`config.mk`:
```
export PLATFORM = sky130hd
export DESIGN_NAME = uart_rx_top
export DESIGN_NICKNAME = d
export VERILOG_FILES = /design/src/rtl/uart_rx_top.sv
export SDC_FILE = /design/constraint.sdc
export NUM_CORES = 1
export LEC_CHECK = 0
export BUFFER_PORTS_ARGS = -buffer_cell sky130_fd_sc_hd__buf_2
export CORE_MARGIN = 2
export CORE_UTILIZATION = 55
export DETAILED_ROUTE_END_ITERATION = 12
export PLACE_DENSITY = 0.73
export SLEW_MARGIN = 10
export SYNTH_ARGS = -nofsm -noshare
export SYNTH_HDL_FRONTEND = slang
export SYNTH_SLANG_ARGS = --single-unit
export TNS_END_PERCENT = 10
```
`constraint.sdc`:
```
create_clock -name clk -period 4.2 [get_ports clk]
set_clock_uncertainty 0.05 [all_clocks]
set_input_delay 0.42 -clock clk [delete_from_list [all_inputs] [get_ports clk]]
set_output_delay 0.42 -clock clk [all_outputs]
set_load 0.02 [all_outputs]
```
`src/rtl/uart_rx_top.sv`:
```
// UART receiver: 1 start, 8 data bits LSB-first, even parity, 1 stop.
// The line is oversampled by CLKS_PER_BIT and each bit is sampled at its centre.
module uart_rx_top #(
  parameter int CLKS_PER_BIT = 1
) (
  input  logic       clk,
  input  logic       rst,
  input  logic       data_in,
  output logic [7:0] data_out,
  output logic       rx_done,
  output logic       rx_busy,
  output logic       parity_err,
  output logic       frame_err
);

  localparam int HALF = (CLKS_PER_BIT - 1) / 2;
  localparam int CW   = (CLKS_PER_BIT > 1) ? $clog2(CLKS_PER_BIT) : 1;
  localparam logic [CW-1:0] LAST   = CW'(CLKS_PER_BIT - 1);
  localparam logic [CW-1:0] HALF_C = CW'(HALF);
  localparam logic [CW-1:0] ONE    = CW'(1);

  typedef enum logic [2:0] {
    S_IDLE, S_START, S_DATA, S_PARITY, S_STOP, S_BREAK
  } state_t;

  state_t        r_state, w_state_next;
  logic          r_sync1, r_sync2;
  logic [CW-1:0] r_cnt, w_cnt_next;
  logic [2:0]    r_bitidx, w_bitidx_next;
  logic [7:0]    r_shift, w_shift_next;
  logic          r_par, w_par_next;
  logic [7:0]    r_data, w_data_next;
  logic          r_done, w_done_next;
  logic          r_perr, w_perr_next;
  logic          r_ferr, w_ferr_next;
  logic          r_busy;

  always_comb begin
    w_state_next  = r_state;
    w_cnt_next    = r_cnt;
    w_bitidx_next = r_bitidx;
    w_shift_next  = r_shift;
    w_par_next    = r_par;
    w_data_next   = r_data;
    w_done_next   = 1'b0;
    w_perr_next   = r_perr;
    w_ferr_next   = r_ferr;
    case (r_state)
      S_IDLE: begin
        if (!r_sync2) begin
          if (HALF == 0) begin
            w_state_next  = S_DATA;
            w_cnt_next    = '0;
            w_bitidx_next = 3'd0;
          end else begin
            w_state_next = S_START;
            w_cnt_next   = ONE;
          end
        end
      end
      S_START: begin
        w_cnt_next = r_cnt + ONE;
        if (r_cnt == HALF_C) begin
          // A line back high at mid-start is a glitch, not a frame
          w_cnt_next = '0;
          if (!r_sync2) begin
            w_state_next  = S_DATA;
            w_bitidx_next = 3'd0;
          end else begin
            w_state_next = S_IDLE;
          end
        end
      end
      S_DATA: begin
        w_cnt_next = r_cnt + ONE;
        if (r_cnt == LAST) begin
          w_shift_next[r_bitidx] = r_sync2;
          w_cnt_next = '0;
          if (r_bitidx == 3'd7) w_state_next = S_PARITY;
          else                  w_bitidx_next = r_bitidx + 3'd1;
        end
      end
      S_PARITY: begin
        w_cnt_next = r_cnt + ONE;
        if (r_cnt == LAST) begin
          w_par_next   = r_sync2;
          w_cnt_next   = '0;
          w_state_next = S_STOP;
        end
      end
      S_STOP: begin
        w_cnt_next = r_cnt + ONE;
        if (r_cnt == LAST) begin
          w_data_next  = r_shift;
          w_perr_next  = r_par ^ (^r_shift);
          w_ferr_next  = ~r_sync2;
          w_done_next  = 1'b1;
          w_cnt_next   = '0;
          w_state_next = r_sync2 ? S_IDLE : S_BREAK;
        end
      end
      S_BREAK: begin
        // A held-low line after a bad stop bit must not look like a new start
        w_cnt_next = '0;
        if (r_sync2) w_state_next = S_IDLE;
      end
      default: w_state_next = S_IDLE;
    endcase
  end

  always_ff @(posedge clk) begin
    if (!rst) begin
      r_sync1  <= 1'b1;
      r_sync2  <= 1'b1;
      r_state  <= S_IDLE;
      r_cnt    <= '0;
      r_bitidx <= 3'd0;
      r_shift  <= 8'h00;
      r_par    <= 1'b0;
      r_data   <= 8'h00;
      r_done   <= 1'b0;
      r_perr   <= 1'b0;
      r_ferr   <= 1'b0;
      r_busy   <= 1'b0;
    end else begin
      r_sync1  <= data_in;
      r_sync2  <= r_sync1;
      r_state  <= w_state_next;
      r_cnt    <= w_cnt_next;
      r_bitidx <= w_bitidx_next;
      r_shift  <= w_shift_next;
      r_par    <= w_par_next;
      r_data   <= w_data_next;
      r_done   <= w_done_next;
      r_perr   <= w_perr_next;
      r_ferr   <= w_ferr_next;
      r_busy   <= (w_state_next != S_IDLE);
    end
  end

  assign data_out   = r_data;
  assign rx_done    = r_done;
  assign rx_busy    = r_busy;
  assign parity_err = r_perr;
  assign frame_err  = r_ferr;

endmodule

```
; ---- Word level (Yosys, flattened, before mapping)
; Cells that the tools add are included.
[classes]
addsub = 2
order_cmp = 2
n_eq_ne = 10
mux = 22
bitwise_logic = 3
n_reduce_logical = 13
[op_table]
columns = op, n
row1 = 3-bit two-way mux, 12
row2 = 3-bit case mux with 6 select lines, 1
row3 = 2-bit AND reduction, 5
row4 = 3-bit == test (second input constant), 3
row5 = 3-bit case mux with 3 select lines, 1
row6 = 3-bit nonzero test, 3
row7 = 8-bit bitwise mux, 1
row8 = 2-bit inequality test (second input constant), 4
row9 = 8-bit parity, 1
row10 = 3-bit by 2-bit == test with 1-bit output (second input constant), 2
row11 = 3-bit by 4-bit less-than comparator with 1-bit output (second input constant), 1
row12 = 1-bit two-way mux, 4
row13 = 4-bit AND reduction, 1
row14 = 4-bit OR reduction, 1
row15 = 3-bit by 1-bit adder with 3-bit output (second input constant), 1
row16 = 1-bit demux with 3-bit select, 1
row17 = 3-bit by 1-bit == test with 1-bit output (second input constant), 1
row18 = 3-bit by 1-bit greater-or-equal comparator with 1-bit output (second input constant), 1
row19 = 3-bit zero test, 1
row20 = 1-bit case mux with 3 select lines, 1
row21 = 2-bit two-way mux, 1
row22 = 1-bit inverter, 2
row23 = 1-bit adder (second input constant), 1
row24 = 1-bit logical AND, 1
row25 = 1-bit XOR, 1
[totals]
regBits = 30
out_inout_bits = 12

; ---- Logic depth before layout (Yosys ltp)
; Gate-level depths: netlist of the first run.
[logic_depth]
word_depth = 5
mapped_depth = 6
depth_no_buf = 6

; ---- Worst setup path before layout of the first run
; Ideal clock, no wire load.
[synth_path]
kind = register to register
from = register r_bitidx[0]
to = register r_bitidx[1]
setup_ps = 65
arrival_ps = 1389
required_time_ps = 4085
setup_slack_ps = 2696
path_stages_with_launch = 6
synth_period_minus_slack_ps = 1504
path_cell_list = dfxtp_1 ha_1 ha_1 nor4b_1 a22oi_1 nor2b_1
[synth_via]
elab_chain_cells = 4
[synth_lines]
columns = element, line
row1 = start: declaration, 29  ; logic [2:0] r_bitidx, w_bitidx_next;
row2 = start signal: assignment, 130  ; r_bitidx <= w_bitidx_next;
row3 = 3-bit by 1-bit adder with 3-bit output, 80  ; else w_bitidx_next = r_bitidx + 3'd1;
row4 = 3-bit two-way mux, 79  ; if (r_bitidx == 3'd7) w_state_next = S_PARITY;
row5 = 3-bit two-way mux, 76  ; if (r_cnt == LAST) begin
row6 = 3-bit case mux with 3 select lines, 48  ; case (r_state)
; Several ways; a longest one is shown, not always the timed one. The select of a mux whose other input is x is not followed.
; A chain may end at the register's enable or synchronous reset.

; ---- Worst setup path after layout of the first run
; Ends and elaborated chain as after synthesis.

==> out/metrics.yaml, run 1 <==
setup_path:
  path_max_fanout: 4
  critPathCaptureType: "register"
  r2r_cells: 5
  slowest_stage: "nor4b_1"
  slowest_delay_ns: 0.47
  reg2reg_slack_ns: 2.54
  required_ns: 4.41
  regToRegStartpoint: "r_bitidx[0]$_SDFFE_PN0P_"
  criticalPathCategory: "register to register"
  crit_arrival_ns: 1.87
  path_cells: "ha_1 > ha_1 > nor4b_1 > a22oi_1 > nor2b_1"
  regToRegEndpoint: "r_bitidx[1]$_SDFFE_PN0P_"
  crit_path_frequent_cell: "ha_1"
  cp-start-kind: "register"
global_routing:
  grt_pass1_vias: 869
  grt_first_pass_wirelength_mm: 3.663
  antenna_found_initial: 0
  grt.overflow.total: 0
  grt_max_degree: 29
  grt_usage_pct: 18.69
drt:
  ant_nets: 0
  vias: 950
  wire_per_inst_um: 12.19
  drt-initial-drc-count: 11
  drc: 0
  routed_wl_mm: 2.182
  drt_first_pass_iters: 4
  routed_via_density: 5.307
timing:
  tightestPinTransition_ns: 0.4869
  final_max_slew_viol_count: 0
  fin_setup_tns_ns: 0
  hold_viol: 0
  setup_violations: 0
  finalCritPeriodShare_pct: 39.47
  fin_hold_ws_ns: 0.2222
  rsz0062_at_grt: "no"
  max-slew-margin-rel_pct: 67.08
  max_freq_ghz: 0.6032
  layout_min_cycle_time_ns: 1.658
yosys:
  syn_avg_cell_area_sq_um: 9.538
  synth_top_area_share_pct: 44.11
  yosys-top-cells-area: "dfxtp_1 44%, a21boi_0 8.6%, nand2_1 8.3%"
  synth_ff_type: "dfxtp_1"
  synthDistinctLibCells: 34
  synth_cells: 138
  synth_fp_nets: 143
  ys_ff_latch: 29
  ys_seq_area_share_pct: 44.11
  netlist_area_sq_um: 1316
  synth.largest_area_cell: "dfxtp_1"
  synth_edf_count: 0
  yosysWarnings: 0
  synthArstFlopShare_pct: 0
die:
  fp-row-count: 17
  die_w_um: 52.92
  ios: 15
  initial_core_util_pct: 58.94
  coreArea_sq_um: 2233
  die_area_sq_um: 2801
  die_h_um: 52.92
clocking:
  clock_sinks: 29
  clock_path_buffers: 2
  cts_setup_buffers: 0
  ctsResizeCount: 0
  clk_pin_slew_ns: 0.08
  cts_hold_buf: 0
  cts_buffers: 5
  cts.root.buffer_cell: "clkbuf_4"
  clk_latency_ns: 0.32
  htreeDepth: 2
  cts_tree: "yes"
cells_and_area:
  utilization_pct: 63.36
  layout-drive-gt1-share_pct: 17.88
  layout_common_cells: "29 x nand2_1, 29 x dfxtp_1, 15 x a21boi_0, 14 x buf_2, 10 x nand3_1"
  fillCellCount: 213
  regArea_sq_um: 580.6
  num_antenna_cells: 0
  area_growth_pct: 7.510
  multi_input_comb_area_sq_um: 666.9
  fin_nets: 156
run_status:
  status: "finished, final reports clean"
worst_hold_path:
  hold_class: "primary input to register"
  min_to: "r_sync1$_SDFF_PN1_"
  hp-start: "data_in"
  whs_path_depth: 2
placement:
  io_buffers: 14
  hpwl_mm: 1.556
  place.gp.congestion: 0.7377
pwr:
  max-vdd-ir-drop_mv: 0.2393
  p_leak_uw: 0.0005508
  powerDensity_nw_per_um2: 332.0
run:
  cap_violations: 0
## where the power goes
group          switching, uW  internal, uW
sequential              4.72           278
clock                   89.5          78.8
combinational           9.36          9.40
total                    104           366
## per-stage QoR
stage	total power, uW	instances	cell area (sq um)	worst slack [ns]
6_report	469.8	179	1415	2.542
5_1_grt	491.0	179	1415	2.385
4_1_cts	474.7	179	1415	2.524
3_5_place_dp	308.0	172	1360	2.546
3_3_place_gp	307.3	172	1360	2.617
2_1_floorplan	304.1	138	1316	2.696
## area by class of cell
cell class	count	area share, %
multi-input cells	99	47.13
well taps	28	2.476
flip-flops and latches	29	41.03
clock buffers	7	3.890
repair buffers	14	4.951
inverters	2	0.5305
## critical path: cells and delay by family (launching register included)
family	cells	cell delay [ns]
DFF	1	0.36
and+or+nand+nor	2	0.60
adders and majority gates	2	0.42
AOI/OAI and AO/OA	1	0.16
## worst max-delay path by stage
stage,start,to,cells past startpoint
floorplan,r_bitidx[0]$_SDFFE_PN0P_,r_bitidx[1]$_SDFFE_PN0P_,5
global placement,r_bitidx[0]$_SDFFE_PN0P_,r_bitidx[1]$_SDFFE_PN0P_,5
detailed placement,r_bitidx[0]$_SDFFE_PN0P_,r_bitidx[1]$_SDFFE_PN0P_,5
CTS,r_bitidx[0]$_SDFFE_PN0P_,r_bitidx[1]$_SDFFE_PN0P_,5
global route,r_bitidx[1]$_SDFFE_PN0P_,r_bitidx[1]$_SDFFE_PN0P_,5
finish,r_bitidx[0]$_SDFFE_PN0P_,r_bitidx[1]$_SDFFE_PN0P_,5
## cell usage after synthesis (all sizes together) (3+ instances only)
library cell and n:
buf 6, nand2b 3, xnor2 4, nor3b 4, nor2b 8, nand3 10, nand2 29, dfxtp 29
mux2i 4, a21boi 15
## registers in the layout (all words and copies together) (netlist names), 3 cells and up
signal	cells
r_state	3
r_bitidx	3
data_out	8
r_shift	8
## logic make-up (layout without fill, tap and decap cells)
family                     count (synthesis)  in the layout  synth area share, %
AOI/OAI and AO/OA                         22             22                12.55
adders and majority gates                  2              2                1.901
muxes                                      4              4                3.042
and+or+nand+nor                           65             65                28.14
DFF                                       29             29                44.11
xor gates and xnor gates                   6              6                5.038
buffers and inverters                     10             23                5.228
## routing by layer
metal	track usage, %	vias to the layer above	part of all wire [%]
met4	11.54	0	2.6
li1	-	490	-
met5	0	-	0
met3	5.932	8	4.9
met1	22.02	434	47
met2	29.38	18	45
Note: power is estimated with default switching activity, not from simulation.
==> inputs of run 2 (changes only) <==
ABC_AREA = 1   (was default)
clock period = 1.7 ns   (was 4.2 ns; I/O delays follow)
==> run 2 against run 1 <==
Worst setup slack worse by 2.3 ns. Design area is 0.53% higher. Maximum frequency is 17% higher. Clock power is 140% higher. Synthesized cell count is 25% higher. Largest power group unchanged.
==> out/metrics.yaml, run 2 <==
die:
  die_w_um: 51.94
  initial_core_util_pct: 57.68
  ios: 15
  die_h_um: 51.94
  fp-row-count: 17
  coreArea_sq_um: 2191
  die_area_sq_um: 2697
pwr:
  p_leak_uw: 0.0006574
  powerDensity_nw_per_um2: 809.4
  max-vdd-ir-drop_mv: 0.5680
  power.switching_uw: 254.1
  switching_share_pct: 22.06
  p_comb_share_pct: 4.3
  internal_power_uw: 897.5
  clkPwrFrac_pct: 35.2
  finalPower_uw: 1152
  seqPwrFrac_pct: 60.5
drt:
  routed_via_density: 4.968
  routed.top_layer: "met4"
  vias: 1093
  wl_met3_um: 104
  drc: 0
  wire_per_inst_um: 10.86
  drt-initial-drc-count: 14
  wl_met1_mm: 1.070
  wl_met2_mm: 1.163
  routed_wl_mm: 2.390
  drt_first_pass_iters: 4
  ant_nets: 0
yosys:
  synthXorXnorAreaFrac_pct: 1.386
  synth_cells: 173
  synth_edf_count: 0
  synth_compound_area_share_pct: 15.94
  syn_avg_cell_area_sq_um: 7.305
  netlist_area_sq_um: 1264
  synth_top_area_share_pct: 45.94
  synth_top_family_by_area: "simple AND/OR/NAND/NOR gates"
  synthArstFlopShare_pct: 0
  yosys.area_share.simple_pct: 25.25
  ys_seq_area_share_pct: 45.94
  synthAdderAreaFrac_pct: 1.980
  ys_top_cells_by_count: "29 x dfxtp_1, 29 x nand2_1, 24 x inv_1"
  ys_ff_latch: 29
  synthDistinctLibCells: 20
  yosys-top-cells-area: "dfxtp_1 46%, nand2_1 8.6%, o21ai_0 7.9%"
  synth_mux_area_share_pct: 0
  synth.largest_area_cell: "dfxtp_1"
  synth_fp_nets: 178
  synth_ff_type: "dfxtp_1"
  yosysWarnings: 0
clocking:
  clock_sinks: 29
  cts_setup_buffers: 0
  clock_path_buffers: 2
  clk_latency_ns: 0.32
  cts_buffers: 5
  htreeDepth: 2
  clk_pin_slew_ns: 0.08
  cts_hold_buf: 1
  cts.root.buffer_cell: "clkbuf_4"
  ctsResizeCount: 0
  cts_tree: "yes"
cells_and_area:
  area_growth_pct: 12.57
  fin_nets: 197
  layout-drive-gt1-share_pct: 16.15
  postLayoutCellArea_sq_um: 1423
  layout_common_cells: "29 x nand2_1, 29 x dfxtp_1, 24 x inv_1, 20 x o21ai_0"
  fillCellCount: 212
  num_antenna_cells: 0
  regArea_sq_um: 580.6
  multi_input_comb_area_sq_um: 563.0
timing:
  fin_setup_tns_ns: 0
  max_freq_ghz: 0.7057
  tightestPinTransition_ns: 0.4854
  finalCritPeriodShare_pct: 83.35
  max-slew-margin-rel_pct: 67.60
  rsz0062_at_grt: "no"
  setup_violations: 0
  final_max_slew_viol_count: 0
  hold_viol: 0
  layout_min_cycle_time_ns: 1.417
setup_path:
  criticalPathCategory: "register to register"
  critPathCaptureType: "register"
  path_max_fanout: 5
  crit_arrival_ns: 1.56
  required_ns: 1.84
  cp-start-kind: "register"
placement:
  hpwl_mm: 1.759
  io_buffers: 14
  place.gp.congestion: 0.7498
  dpl_cell_area_sq_um: 1358
worst_hold_path:
  hold_class: "primary input to register"
global_routing:
  grt.overflow.total: 0
  grt_pass1_vias: 991
  grt_usage_pct: 21.24
  grt_max_degree: 20
  antenna_found_initial: 0
  grt_first_pass_wirelength_mm: 4.133
run_status:
  status: "finished, final reports clean"
run:
  cap_violations: 0
-- run 2: cell count changes after synthesis, moves of 3 or more --
| cell | change |
|---|---|
| buf_6 | -3 |
| xnor2_1 | -3 |
| nor3b_1 | -3 |
| inv_2 | +3 |
| nor2b_1 | -8 |
| nor2_1 | +17 |
| a21boi_0 | -15 |
| a21oi_1 | +18 |
| inv_1 | +22 |
| nand2b_1 | -3 |
| o21ai_0 | +20 |
| mux2i_1 | -4 |
-- run 2: cell type report --
| class | count | area share, % |
|---|---|---|
| Sequential cell | 29 | 40.81 |
| Multi-Input combinational cell | 113 | 39.58 |
| Inverter | 27 | 7.124 |
| Timing Repair Buffer | 16 | 6.157 |
| Clock buffer | 7 | 3.870 |
| Tap cell | 28 | 2.463 |
-- run 2: through the flow --
step | setup WS (ns) | hold WS, ns | util (%) | cells
2_1_floorplan | 0.4511 | 0.2266 | - | 173
3_5_place_dp | 0.2960 | 0.3134 | 61.96 | 212
6_report | 0.2830 | 0.1388 | 64.93 | 220
3_3_place_gp | 0.3651 | 0.3110 | 61.96 | 212
5_1_grt | 0.1073 | 0.1403 | 64.93 | 220
4_1_cts | 0.2826 | 0.1268 | 64.93 | 220
-- run 2: worst max-delay path, cell delays in order, from the launching register on --
cell	delay (ns)
dfxtp_1	0.43
inv_2	0.07
nor3_2	0.19
inv_2	0.11
nor2_4	0.14
inv_2	0.06
o21ai_0	0.16
a21oi_1	0.08
-- run 2: worst paths after layout --
check,start,depth (start not counted),to,slack (ns)
max,r_state[1]$_SDFF_PN0_,7,r_shift[4]$_SDFFE_PN0P_,0.28
min,rst,3,data_out[7]$_SDFFE_PN0N_,0.14
min reg2reg,r_sync1$_SDFF_PN1_,1,r_sync2$_SDFF_PN1_,0.36
max reg2reg,r_state[1]$_SDFF_PN0_,7,r_shift[4]$_SDFFE_PN0P_,0.28
-- run 2: logic make-up after synthesis --
| logic type | after synthesis |
|---|---|
| AO/OA/AOI/OAI | 40 |
| XOR/XNOR | 2 |
| adder cells (fa/ha/maj) | 2 |
| buffers and inverters | 31 |
| flip-flops | 29 |
| AND/OR/NAND/NOR | 69 |
-- run 2: power by group through the flow --
stage | combinational [uW] | clock [uW] | sequential (uW)
after floorplan | 37.3 | 0 | 710
after global placement | 46.3 | 0 | 712
after detailed placement | 48.0 | 0 | 713
after CTS | 50.0 | 421 | 696
after global routing | 57.5 | 452 | 698
final | 49.5 | 405 | 697
-- run 2: per-layer routing --
metal / track usage (%) / vias to the layer above
li1: - / 591
met1: 23.41 / 477
met2: 35.65 / 18
met3: 7.759 / 7
met4: 10.53 / 0
met5: 0 / -
